## config.mk

```make
export PLATFORM = sky130hd
export DESIGN_NAME = shift_arbiter
export DESIGN_NICKNAME = d
export VERILOG_FILES = /design/src/rtl/shift_arbiter_pkg.sv /design/src/rtl/shift_arbiter_rr_arb2.sv /design/src/rtl/shift_arbiter.sv
export SDC_FILE = /design/constraint.sdc
export NUM_CORES = 1
export LEC_CHECK = 0
export ABC_CLOCK_PERIOD_IN_PS = 1400
export BUFFER_PORTS_ARGS = -buffer_cell sky130_fd_sc_hd__buf_4
export CORE_MARGIN = 8
export CORE_UTILIZATION = 31
export CTS_BUF_LIST = sky130_fd_sc_hd__clkbuf_2 sky130_fd_sc_hd__clkbuf_4 sky130_fd_sc_hd__clkbuf_8
export DETAILED_ROUTE_END_ITERATION = 10
export PLACE_DENSITY = 0.75
export SYNTH_ARGS = -nofsm -noshare
export SYNTH_HDL_FRONTEND = slang
export SYNTH_SLANG_ARGS = --single-unit
```

## constraint.sdc

```tcl
create_clock -name clock -period 1.4 [get_ports clock]
set_clock_uncertainty 0.2 [all_clocks]
set_input_delay 0.21 -clock clock [delete_from_list [all_inputs] [get_ports clock]]
set_output_delay 0.21 -clock clock [all_outputs]
set_load 0.02 [all_outputs]
```

## src/rtl/shift_arbiter_pkg.sv

```systemverilog
// Shared constants and payload type for the shift arbiter slice.
// Latency: n/a (declarations only).
// Backpressure: n/a.
package shift_arbiter_pkg;

  localparam int SH_DATA_W = 32;
  localparam int SH_AMT_W  = 5;

  localparam logic SH_DIR_SRA = 1'b0;
  localparam logic SH_DIR_SLL = 1'b1;

  localparam logic REQ_ALU = 1'b0;
  localparam logic REQ_AUX = 1'b1;

  // Operand bundle presented to the shared shifter.
  typedef struct packed {
    logic [SH_DATA_W-1:0] data;
    logic                 dir;
    logic [SH_AMT_W-1:0]  shamt;
  } sh_req_t;

endpackage

```

## src/rtl/shift_arbiter_rr_arb2.sv

```systemverilog
// Two-way round-robin grant, gated by an enable (output slot free).
// Latency: grant is combinational; last_grant state updates at the clock edge.
// Backpressure: en = 0 suppresses all grants and freezes last_grant.
//
// Ports:
//   clock, reset_n : clock and asynchronous active-low reset
//   en             : grants allowed this cycle
//   valid[1:0]     : request lines
//   grant[1:0]     : one-hot grant (or zero)
module rr_arb2
  import shift_arbiter_pkg::*;
(
  input  logic       clock,
  input  logic       reset_n,
  input  logic       en,
  input  logic [1:0] valid,
  output logic [1:0] grant
);

  logic last_grant;

  always_comb begin
    grant = 2'b00;
    if (en) begin
      case (valid)
        2'b01:   grant = 2'b01;
        2'b10:   grant = 2'b10;
        // Tie: whoever did not win last time goes first.
        2'b11:   grant = (last_grant == REQ_AUX) ? 2'b01 : 2'b10;
        default: grant = 2'b00;
      endcase
    end
  end

  // Reset to the aux id so the ALU requester wins the first tie.
  always_ff @(posedge clock or negedge reset_n) begin
    if (!reset_n) begin
      last_grant <= REQ_AUX;
    end else if (|grant) begin
      last_grant <= grant[1];
    end
  end

endmodule

```

## src/rtl/shift_arbiter.sv

```systemverilog
// Arbitrates two requesters onto one external combinational barrel shifter.
// Latency: 1 cycle from accept to rsp_valid; one result per cycle sustained.
// Backpressure: a full slot with rsp_ready = 0 holds both reqN_ready low.
//
// Optional feature macro: SHIFT_ARB_PERF_EN (adds grant/conflict counters).
// Ports:
//   clock, reset_n           : clock, asynchronous active-low reset
//   reqN_valid/ready         : request handshake, N = 0 (ALU), 1 (aux)
//   reqN_data/dir/shamt/tag  : operand, 0 = SRA / 1 = SLL, amount, opaque tag
//   sh_data/dir/shamt        : drive to the shared shifter (0 when idle)
//   sh_result                : shifter output, combinational in sh_*
//   rsp_valid/ready          : response slot handshake
//   rsp_data/src/tag         : registered result, requester id, tag
//   grant0/1_cnt, conflict_cnt (SHIFT_ARB_PERF_EN only)
module shift_arbiter
  import shift_arbiter_pkg::*;
#(
  parameter int TAG_W = 4
) (
  input  logic                 clock,
  input  logic                 reset_n,

  input  logic                 req0_valid,
  output logic                 req0_ready,
  input  logic [SH_DATA_W-1:0] req0_data,
  input  logic                 req0_dir,
  input  logic [SH_AMT_W-1:0]  req0_shamt,
  input  logic [TAG_W-1:0]     req0_tag,

  input  logic                 req1_valid,
  output logic                 req1_ready,
  input  logic [SH_DATA_W-1:0] req1_data,
  input  logic                 req1_dir,
  input  logic [SH_AMT_W-1:0]  req1_shamt,
  input  logic [TAG_W-1:0]     req1_tag,

  output logic [SH_DATA_W-1:0] sh_data,
  output logic                 sh_dir,
  output logic [SH_AMT_W-1:0]  sh_shamt,
  input  logic [SH_DATA_W-1:0] sh_result,

  output logic                 rsp_valid,
  input  logic                 rsp_ready,
  output logic [SH_DATA_W-1:0] rsp_data,
  output logic                 rsp_src,
  output logic [TAG_W-1:0]     rsp_tag
`ifdef SHIFT_ARB_PERF_EN
  ,
  output logic [31:0]          grant0_cnt,
  output logic [31:0]          grant1_cnt,
  output logic [31:0]          conflict_cnt
`endif
);

  logic       slot_free;
  logic [1:0] grant;
  logic       any_grant;
  logic       grant_id;
  sh_req_t    sh_req;
  logic [TAG_W-1:0] grant_tag;

  // The slot can take a new result if empty or if it drains this cycle.
  assign slot_free = !rsp_valid || rsp_ready;

  rr_arb2 u_arb (
    .clock   (clock),
    .reset_n (reset_n),
    .en      (slot_free),
    .valid   ({req1_valid, req0_valid}),
    .grant   (grant)
  );

  assign any_grant  = |grant;
  assign grant_id   = grant[1];
  assign req0_ready = grant[0];
  assign req1_ready = grant[1];

  // Idle cycles drive zeros so the shifter inputs stay quiet.
  always_comb begin
    sh_req    = '0;
    grant_tag = '0;
    if (grant[0]) begin
      sh_req    = '{data: req0_data, dir: req0_dir, shamt: req0_shamt};
      grant_tag = req0_tag;
    end else if (grant[1]) begin
      sh_req    = '{data: req1_data, dir: req1_dir, shamt: req1_shamt};
      grant_tag = req1_tag;
    end
  end

  assign sh_data  = sh_req.data;
  assign sh_dir   = sh_req.dir;
  assign sh_shamt = sh_req.shamt;

  // A grant refills the slot even while it drains, so results go back to back.
  always_ff @(posedge clock or negedge reset_n) begin
    if (!reset_n) begin
      rsp_valid <= 1'b0;
      rsp_data  <= '0;
      rsp_src   <= REQ_ALU;
      rsp_tag   <= '0;
    end else if (any_grant) begin
      rsp_valid <= 1'b1;
      rsp_data  <= sh_result;
      rsp_src   <= grant_id;
      rsp_tag   <= grant_tag;
    end else if (rsp_ready) begin
      rsp_valid <= 1'b0;
    end
  end

`ifdef SHIFT_ARB_PERF_EN
  always_ff @(posedge clock or negedge reset_n) begin
    if (!reset_n) begin
      grant0_cnt   <= '0;
      grant1_cnt   <= '0;
      conflict_cnt <= '0;
    end else begin
      if (grant[0]) grant0_cnt <= grant0_cnt + 32'd1;
      if (grant[1]) grant1_cnt <= grant1_cnt + 32'd1;
      if (req0_valid && req1_valid && slot_free)
        conflict_cnt <= conflict_cnt + 32'd1;
    end
  end
`endif

endmodule

```

==> impl_metrics.ini, run 1 <==
[die]
die_y_um = 102
fp.dieW_um = 102
rows = 31
core_area_um2 = 7210
initial_core_util_pct = 31.8
ioPinCount = 199
die-area_um2 = 10400

[placement]
placed_area_um2 = 4680
place_hpwl_um = 8400
numPortBuffers = 198
place.gp.congestion = 0.835

[clock_tree]
cts.sinks = 39
cts_max_path_buffers = 2
clk_latency_ps = 290
cts_htree_levels = 2
clkSlewWorstSetupHoldPaths_ps = 90
cts_buffers = 5
cts_root_buffer = clkbuf_8
cts_tree = built

[route]
viasPerCell = 5.20
wl_um = 14200
drtIter0Drc = 80
drtAntennaViolNets = 0
via_count = 3190
drc = 0
drtPass1Iterations = 4
wl_per_cell_um = 23.1

[sta]
worst_slack_ps = -639
maxSlewViolCount = 0
fin_crit_ps = 2040
finalSetupViolCount = 79
worstMarginPinSlew_ps = 500
clock.fmax_mhz = 490
hold_violations = 0
rsz0062_at_grt = yes
relSlewSlack_pct = 66.7
post-route-period-util_pct = 146

[setup_path]
critical_path_required_ps = 990
crit_path_top_delay_cell = dfstp_2
arrival_ps = 1630
cp_num_buf_inv = 2
rrSetupSlack_ps = -390
cp_top_family = flip-flops
worstPathMaxFanout = 9
startpoint_type = flop
cp_cell_sequence = buf_12 -> nor2b_4 -> nand3b_1 -> a21oi_4 -> buf_6
end_kind = primary output
crit_type = flop to primary output
slowest_delay_ps = 560

[run_status]
status = complete, but fails checks
violations = negative setup slack

[logic_synthesis]
synth-edff-count = 0
yosys_warnings = 0
synth_area_um2 = 2290
ys.flop_type = dfrtp_1
ys_ff_latch = 39
postSynthCellCount = 231
yosysSeqAreaShare_pct = 42.6
syn-num-nets = 352
synthArstFlopShare_pct = 100
ys_types = 25
syn_area_per_cell_um2 = 9.92

[cells_and_area]
diodes = 0
num-fill-cells = 441
layout-drive-gt1-share_pct = 68.7
postLayoutCoreUtil_pct = 79.7
nets = 634
area_growth_pct = 151
final_common_cell = buf_4
layout_common_cells = buf_4 (195), buf_6 (41), nand3b_1 (38), dlygate4sd3_1 (37), dfrtp_1 (37)
design_area_um2 = 5750

[job]
maxCapViolCount = 0

[worst_hold_path]
hold_class = primary input to flop

[grt]
grt_pass1_wl_um = 20500
grt_overflow = 0
grtUsageTotal_pct = 26.0
grt_pass1_vias = 3606
antenna_found_initial = 0
grt_max_degree = 40

[pwr]
irDropWorstVdd_mv = 1.05
p_per_area_nw_per_um2 = 916
power_leakage_nw = 2.63
[worst paths after layout]
check	start	cells past startpoint	endpoint
max	u_arb.last_grant$_DFFE_PN1P_	5	sh_data[9]
min	req1_tag[3]	3	rsp_tag[3]$_DFFE_PN0P_
max reg2reg	u_arb.last_grant$_DFFE_PN1P_	6	rsp_tag[2]$_DFFE_PN0P_
min reg2reg	rsp_data[24]$_DFFE_PN0P_	1	rsp_data[24]$_DFFE_PN0P_
max in group asynchronous	reset_n	2	rsp_valid$_DFFE_PN0P_
min in group asynchronous	reset_n	2	rsp_data[11]$_DFFE_PN0P_
[cells in the mapped netlist (4+ instances only)]
cell type	number	area share, %
mux2_1	4	2.0
clkbuf_1	10	1.6
nand3b_1	38	12
nor3b_1	4	1.3
buf_2	10	2.2
a221o_1	4	1.7
mux2_2	28	14
dfrtp_1	38	41
o21ai_0	39	8.5
a21oi_1	38	8.3
[tightest hold or removal path: cells and delay by family]
family	cells	cell delay, ps
AOI/OAI and AO/OA	1	130
and+or+nand+nor	1	180
buffers and inverters	1	80
[where the power goes]
group,switching (W),internal [W],total [W],leakage [nW]
sequential,0.000138,0.00131,0.00144,0.454
combinational,0.00133,0.00151,0.00284,2.11
clock,0.000443,0.000540,0.000983,0.0587
total,0.00191,0.00336,0.00527,2.63
[kinds of logic after synthesis]
| group | count (synthesis) | share of synthesized area [%] |
|---|---|---|
| compound gates | 85 | 19.7 |
| simple gates | 48 | 15.9 |
| flops | 39 | 42.6 |
| mux | 32 | 15.7 |
| buf+inv | 27 | 6.00 |
[metal layers]
layer,GRT usage (%),routed length [µm]
met1,27.0,5130
met2,47.3,7300
met3,7.49,1300
met4,11.3,435
met5,0,0
[flip-flops by register name, summed over array words and instances (netlist names)]
signal / count
rsp_data: 32
rsp_src: 1
rsp_tag: 4
rsp_valid: 1
u_arb.last_grant: 1
[cell type report]
cell class                 instances  area, µm²  share of cell area, %
timing repair buffer             291       2670                   46.5
multi-input combinational        174       1850                   32.2
sequential                        39        978                   17.0
tap                               99        124                   2.15
clock buffer                       5       68.8                   1.20
clock inverter                     3       47.5                  0.827
inverter                           2       7.51                  0.131
[stage by stage]
step / TNS (ps) / total power (W) / hold WS, ps / std cells / setup slack, ps
global placement: -45260 / 0.00365 / 0.795 / 541 / -962
global route: -37130 / 0.00547 / 160 / 613 / -696
detailed placement: -49690 / 0.00370 / 9.62 / 541 / -1060
finish: -33910 / 0.00527 / 131 / 613 / -639
CTS: -33050 / 0.00518 / 104 / 610 / -643
floorplan: -11800 / 0.00271 / -286 / 231 / -280
[repair_timing]
action | CTS | global route
resized for setup | 56 | 23
setup buffers | 10 | 4
gates cloned | 14 | 1
setup endpoints to repair | 77 | 79
pin swaps | 2 | 4
hold endpoints to repair | 74 | 0
hold buffers | 37 | 0
(Power assumes the default switching activity.)
==> run 2, diff against run 1 <==
--- a/config.mk
+++ b/config.mk
@@ -12,6 +12,7 @@
 export CTS_BUF_LIST = sky130_fd_sc_hd__clkbuf_2 sky130_fd_sc_hd__clkbuf_4 sky130_fd_sc_hd__clkbuf_8
 export DETAILED_ROUTE_END_ITERATION = 10
 export PLACE_DENSITY = 0.75
+export RECOVER_POWER = 50
 export SYNTH_ARGS = -nofsm -noshare
 export SYNTH_HDL_FRONTEND = slang
 export SYNTH_SLANG_ARGS = --single-unit
==> run 2 against run 1 <==
  * The run still ends with negative setup slack left
  * Count of clock-buffer cells in the layout unchanged
  * Maximum frequency about the same
  * Power about the same
  * Via count about the same
  * Non-clock buffer count unchanged
  * Register-to-register slack about the same
  * Final cell count unchanged
  * Die area unchanged
  * Combinational power about the same
  * Design area unchanged
  * Largest cell class unchanged
  * Sequential power about the same
==> impl_metrics.ini, run 2 (synthesis results as in run 1) <==
[run_status]
status = complete, but fails checks
violations = negative setup slack

[clock_tree]
cts_htree_levels = 2
cts.sinks = 39
cts_buffers = 5
cts_root_buffer = clkbuf_8
clkSlewWorstSetupHoldPaths_ps = 90
cts_tree = built
clk_latency_ps = 290
cts_max_path_buffers = 2

[setup_path]
critical_path_required_ps = 990
r2r_cells = 6
reg2reg_to = rsp_tag[2]$_DFFE_PN0P_
rrSetupSlack_ps = -390
crit_path_top_delay_cell = dfstp_2
slowest_delay_ps = 560
end_kind = primary output
worstPathMaxFanout = 9
r2r-start = u_arb.last_grant$_DFFE_PN1P_
startpoint_type = flop
cp_cell_sequence = buf_12 -> nor2b_4 -> nand3b_1 -> a21oi_4 -> buf_6
crit_type = flop to primary output
arrival_ps = 1630

[route]
drc = 0
wl_um = 14200
drtIter0Drc = 77
wl_per_cell_um = 23.1
drtAntennaViolNets = 0
viasPerCell = 5.21
drtPass1Iterations = 4
via_count = 3191

[grt]
grtUsageTotal_pct = 26.0
antenna_found_initial = 0
grt_max_degree = 40
grt_pass1_vias = 3606
grt_pass1_wl_um = 20500
grt_overflow = 0

[cells_and_area]
multi_input_comb_area_um2 = 1850
largest_register = rsp_data
layout_common_cells = buf_4 (194), buf_6 (41), nand3b_1 (38), dlygate4sd3_1 (37), dfrtp_1 (37)
design_area_um2 = 5750
num-fill-cells = 441
area_growth_pct = 151
postLayoutCoreUtil_pct = 79.7
diodes = 0
reg_top3 = rsp_data x32, rsp_tag x4
nets = 634
final_common_cell = buf_4
largest_reg_flops = 32
layout-drive-gt1-share_pct = 68.7
stdcell_count = 613
seqCellArea_um2 = 978

[pwr]
irDropWorstVdd_mv = 1.04
power.total_w = 0.00526
p_per_area_nw_per_um2 = 916
power_leakage_nw = 2.63

[die]
core_area_um2 = 7210
fp.dieW_um = 102
die-area_um2 = 10400
rows = 31
die_y_um = 102
ioPinCount = 199
initial_core_util_pct = 31.8

[sta]
post-route-period-util_pct = 146
maxSlewViolCount = 0
rsz0062_at_grt = yes
hold_violations = 0
finalSetupTns_ps = -33940
fin_crit_ps = 2040
relSlewSlack_pct = 64.6
worst_slack_ps = -639
clock.fmax_mhz = 490
worstMarginPinSlew_ps = 531
finalSetupViolCount = 79

[worst_hold_path]
hold_path_startpoint = req1_tag[3]
whs_endpoint = rsp_tag[3]$_DFFE_PN0P_
hold_class = primary input to flop
holdPathStages = 3

[job]
maxCapViolCount = 0

[placement]
place.gp.congestion = 0.835
numPortBuffers = 198
placed_area_um2 = 4680
place_inst = 541
place_hpwl_um = 8400
run 2: changes by cell type in the layout (fill, tap and decap cells not counted):
| cell | previous run | this run |
|---|---|---|
| buf_4 | 195 | 194 |
| clkbuf_4 | 0 | 1 |
run 2: critical path: cells and delay by family (launching register included):
family                 cells  cell delay, ps
AND/OR/NAND/NOR            2             310
buffers and inverters      2             290
AO/OA/AOI/OAI              1             160
flip-flops                 1             560
run 2: area by class of cell:
class,count,share of cell area (%)
multi-input combinational,174,32.2
clock inverter,3,0.827
timing repair buffer,291,46.5
clock buffer,5,1.20
sequential,39,17.0
inverter,2,0.131
tap,99,2.15
run 2: per-stage QoR:
step                setup slack, ps  hold WS, ps
floorplan                      -280         -286
global placement               -962        0.795
detailed placement            -1060         9.62
CTS                            -643          104
global route                   -696          160
finish                         -639          133
run 2: worst max-delay path by stage:
stage / start / end / slack, ps / cells past startpoint
final: u_arb.last_grant$_DFFE_PN1P_ / sh_data[9] / -640 / 5
after global routing: u_arb.last_grant$_DFFE_PN1P_ / sh_data[11] / -700 / 6
after CTS: u_arb.last_grant$_DFFE_PN1P_ / sh_data[9] / -640 / 5
after detailed placement: u_arb.last_grant$_DFFE_PN1P_ / sh_data[18] / -1060 / 5
after global placement: u_arb.last_grant$_DFFE_PN1P_ / sh_data[9] / -960 / 5
after floorplan: u_arb.last_grant$_DFFE_PN1P_ / sh_data[10] / -280 / 5
run 2: what timing repair did:
action	4_1_cts	5_1_grt
setup endpoints to repair	77	79
pin swaps	2	4
resized for setup	56	23
endpoints found under the hold margin	74	0
cloned	14	1
hold buffers	37	0
setup buffers	10	4
run 2: metal layers:
metal	track usage (%)	part of all wire, %	routed length, µm
met3	7.49	9.1	1290
met2	47.3	52	7310
met1	27.0	36	5120
met5	0	0	0
met4	11.3	3.1	435
run 2: power by group:
| part | leakage (nW) | total, W | internal [W] | switching [W] |
|---|---|---|---|---|
| clock | 0.0587 | 0.000980 | 0.000540 | 0.000440 |
| sequential | 0.454 | 0.00144 | 0.00131 | 0.000138 |
| combinational | 2.11 | 0.00284 | 0.00151 | 0.00133 |
| total | 2.63 | 0.00526 | 0.00335 | 0.00191 |
==> run 3, diff against run 2 <==
--- a/config.mk
+++ b/config.mk
@@ -13,6 +13,7 @@
 export DETAILED_ROUTE_END_ITERATION = 10
 export PLACE_DENSITY = 0.75
 export RECOVER_POWER = 50
+export SKIP_LAST_GASP = 1
 export SYNTH_ARGS = -nofsm -noshare
 export SYNTH_HDL_FRONTEND = slang
 export SYNTH_SLANG_ARGS = --single-unit
==> run 3 against run 2 <==
  * Maximum frequency increased by 0.24%
  * Largest cell class unchanged
  * Sequential power about the same
  * Via count decreased by 3.1%
  * The flow still finishes with violations (negative setup slack)
  * Sequential cell count unchanged
  * Count of clock-buffer cells in the layout unchanged
  * Wire length decreased by 1.9%
  * Worst setup slack improved by 4.9 ps
  * Global-route usage increased by 0.48 points
  * Critical endpoint unchanged
  * Die area unchanged
==> impl_metrics.ini, run 3 (synthesis results as in run 1) <==
[sta]
maxSlewViolCount = 0
finalSetupViolCount = 79
worst_slack_ps = -635
clock.fmax_mhz = 492
post-route-period-util_pct = 145
rsz0062_at_grt = yes
hold_violations = 0
worstMarginPinSlew_ps = 522
relSlewSlack_pct = 65.2
fin_crit_ps = 2030

[clock_tree]
clk_latency_ps = 300
clkSlewWorstSetupHoldPaths_ps = 80
cts.sinks = 39
cts_htree_levels = 2
cts_root_buffer = clkbuf_8
cts_buffers = 5
cts_max_path_buffers = 2
cts_tree = built

[setup_path]
cp_cell_sequence = buf_12 -> nor2b_4 -> nand3b_1 -> a21oi_4 -> buf_6
crit_type = flop to primary output
cp_num_buf_inv = 2
r2r_cells = 6
worstPathMaxFanout = 9
startpoint_type = flop
end_kind = primary output
crit_path_end = sh_data[9]
cp-startpoint = u_arb.last_grant$_DFFE_PN1P_
crit_cells = 5
crit_path_top_delay_cell = dfstp_2
slowest_delay_ps = 560
r2r-start = u_arb.last_grant$_DFFE_PN1P_
cp_top_family = flip-flops
arrival_ps = 1620
reg2reg_to = rsp_tag[2]$_DFFE_PN0P_
critical_path_required_ps = 990
rrSetupSlack_ps = -480

[grt]
grt_max_degree = 40
grt_pass1_wl_um = 20600
grt_pass1_vias = 3535
grt_overflow = 0
grtUsageTotal_pct = 26.4
antenna_found_initial = 0

[pwr]
p_per_area_nw_per_um2 = 919
p_seq_share_pct = 27.9
netSwitchingFraction_pct = 36.3
power.switching_w = 0.00187
power.total_w = 0.00516
irDropWorstVdd_mv = 0.849
power_leakage_nw = 2.57
power_frac_comb_pct = 53.3
p_int_w = 0.00329
clockPowerShare_pct = 18.9

[route]
drtAntennaViolNets = 0
viasPerCell = 5.05
drc = 0
wl_um = 13900
drtIter0Drc = 88
wl_per_cell_um = 22.7
via_count = 3092
drtPass1Iterations = 4

[placement]
numPortBuffers = 198
placed_area_um2 = 4680
place.gp.congestion = 0.835
place_hpwl_um = 8400
pre_cts_ws_ps = -1060

[cells_and_area]
postLayoutCoreUtil_pct = 77.9
largest_reg_flops = 32
layout_common_cells = buf_4 (216), nand3b_1 (38), dlygate4sd3_1 (37), dfrtp_1 (37), a21oi_4 (33)
diodes = 0
nets = 633
reg_top3 = rsp_data x32, rsp_tag x4
final_common_cell = buf_4
layout-drive-gt1-share_pct = 68.2
area_growth_pct = 145
largest_register = rsp_data
design_area_um2 = 5620

[die]
die_y_um = 102
ioPinCount = 199
fp.dieW_um = 102
core_area_um2 = 7210
rows = 31
die-area_um2 = 10400
initial_core_util_pct = 31.8

[run_status]
violations = negative setup slack
status = complete, but fails checks

[worst_hold_path]
hold_class = primary input to flop
holdPathStages = 3

[job]
maxCapViolCount = 0
==> run 3: cell count changes in the layout (fill, tap and decap cells not counted), sizes merged <==
cell  delta
buf      -1
==> run 3: power groups by stage <==
| stage | combinational [W] | sequential [W] | clock [W] |
|---|---|---|---|
| finish | 0.00275 | 0.00144 | 0.000974 |
| global route | 0.00288 | 0.00146 | 0.00103 |
| detailed placement | 0.00227 | 0.00143 | 0 |
| CTS | 0.00270 | 0.00142 | 0.00100 |
| floorplan | 0.00107 | 0.00163 | 0 |
| global placement | 0.00223 | 0.00143 | 0 |
==> run 3: repair_timing <==
item                                    in CTS  in global routing
hold buffers                                37                  0
endpoints found under the setup margin      77                 79
pin swaps                                    2                  1
gates resized for setup                     33                 17
buffers inserted                            10                  4
endpoints found under the hold margin       74                  0
gates cloned                                14                  1
==> run 3: per-layer routing <==
metal / routed length (µm) / part of all wire (%) / GRT usage (%)
met1: 4940 / 36 / 26.9
met2: 7270 / 52 / 49.4
met3: 1320 / 9.5 / 8.04
met4: 353 / 2.5 / 9.71
met5: 0 / 0 / 0
==> run 3: tightest hold or removal path: stages <==
cell and delay (ps):
buf_4 70, nor3b_1 190, a221o_1 140
==> run 3: area by class of cell <==
type	instances	area [µm²]
clock buffer	5	68.8
clock inverter	3	47.5
fill	472	1600
inverter	2	7.51
multi-input combinational	174	1820
sequential	39	978
tap	99	124
timing repair buffer	290	2570
==> run 3: worst min path at each step <==
| stage | slack [ps] | end | startpoint |
|---|---|---|---|
| floorplan | -290 | rsp_data[0]$_DFFE_PN0P_ | reset_n |
| global placement | 0.8 | rsp_data[25]$_DFFE_PN0P_ | reset_n |
| detailed placement | 10 | rsp_data[8]$_DFFE_PN0P_ | reset_n |
| CTS | 100 | rsp_tag[1]$_DFFE_PN0P_ | req1_tag[1] |
| global route | 180 | rsp_src$_DFFE_PN0P_ | rsp_ready |
| finish | 150 | rsp_tag[0]$_DFFE_PN0P_ | req1_tag[0] |
==> run 3: metrics by stage <==
step           hold WS [ps]  instances  setup TNS, ps
2_1_floorplan          -286        231         -11800
3_3_place_gp          0.795        541         -45260
3_5_place_dp           9.62        541         -49690
4_1_cts                 104        610         -33870
5_1_grt                 177        612         -37070
6_report                152        612         -33430
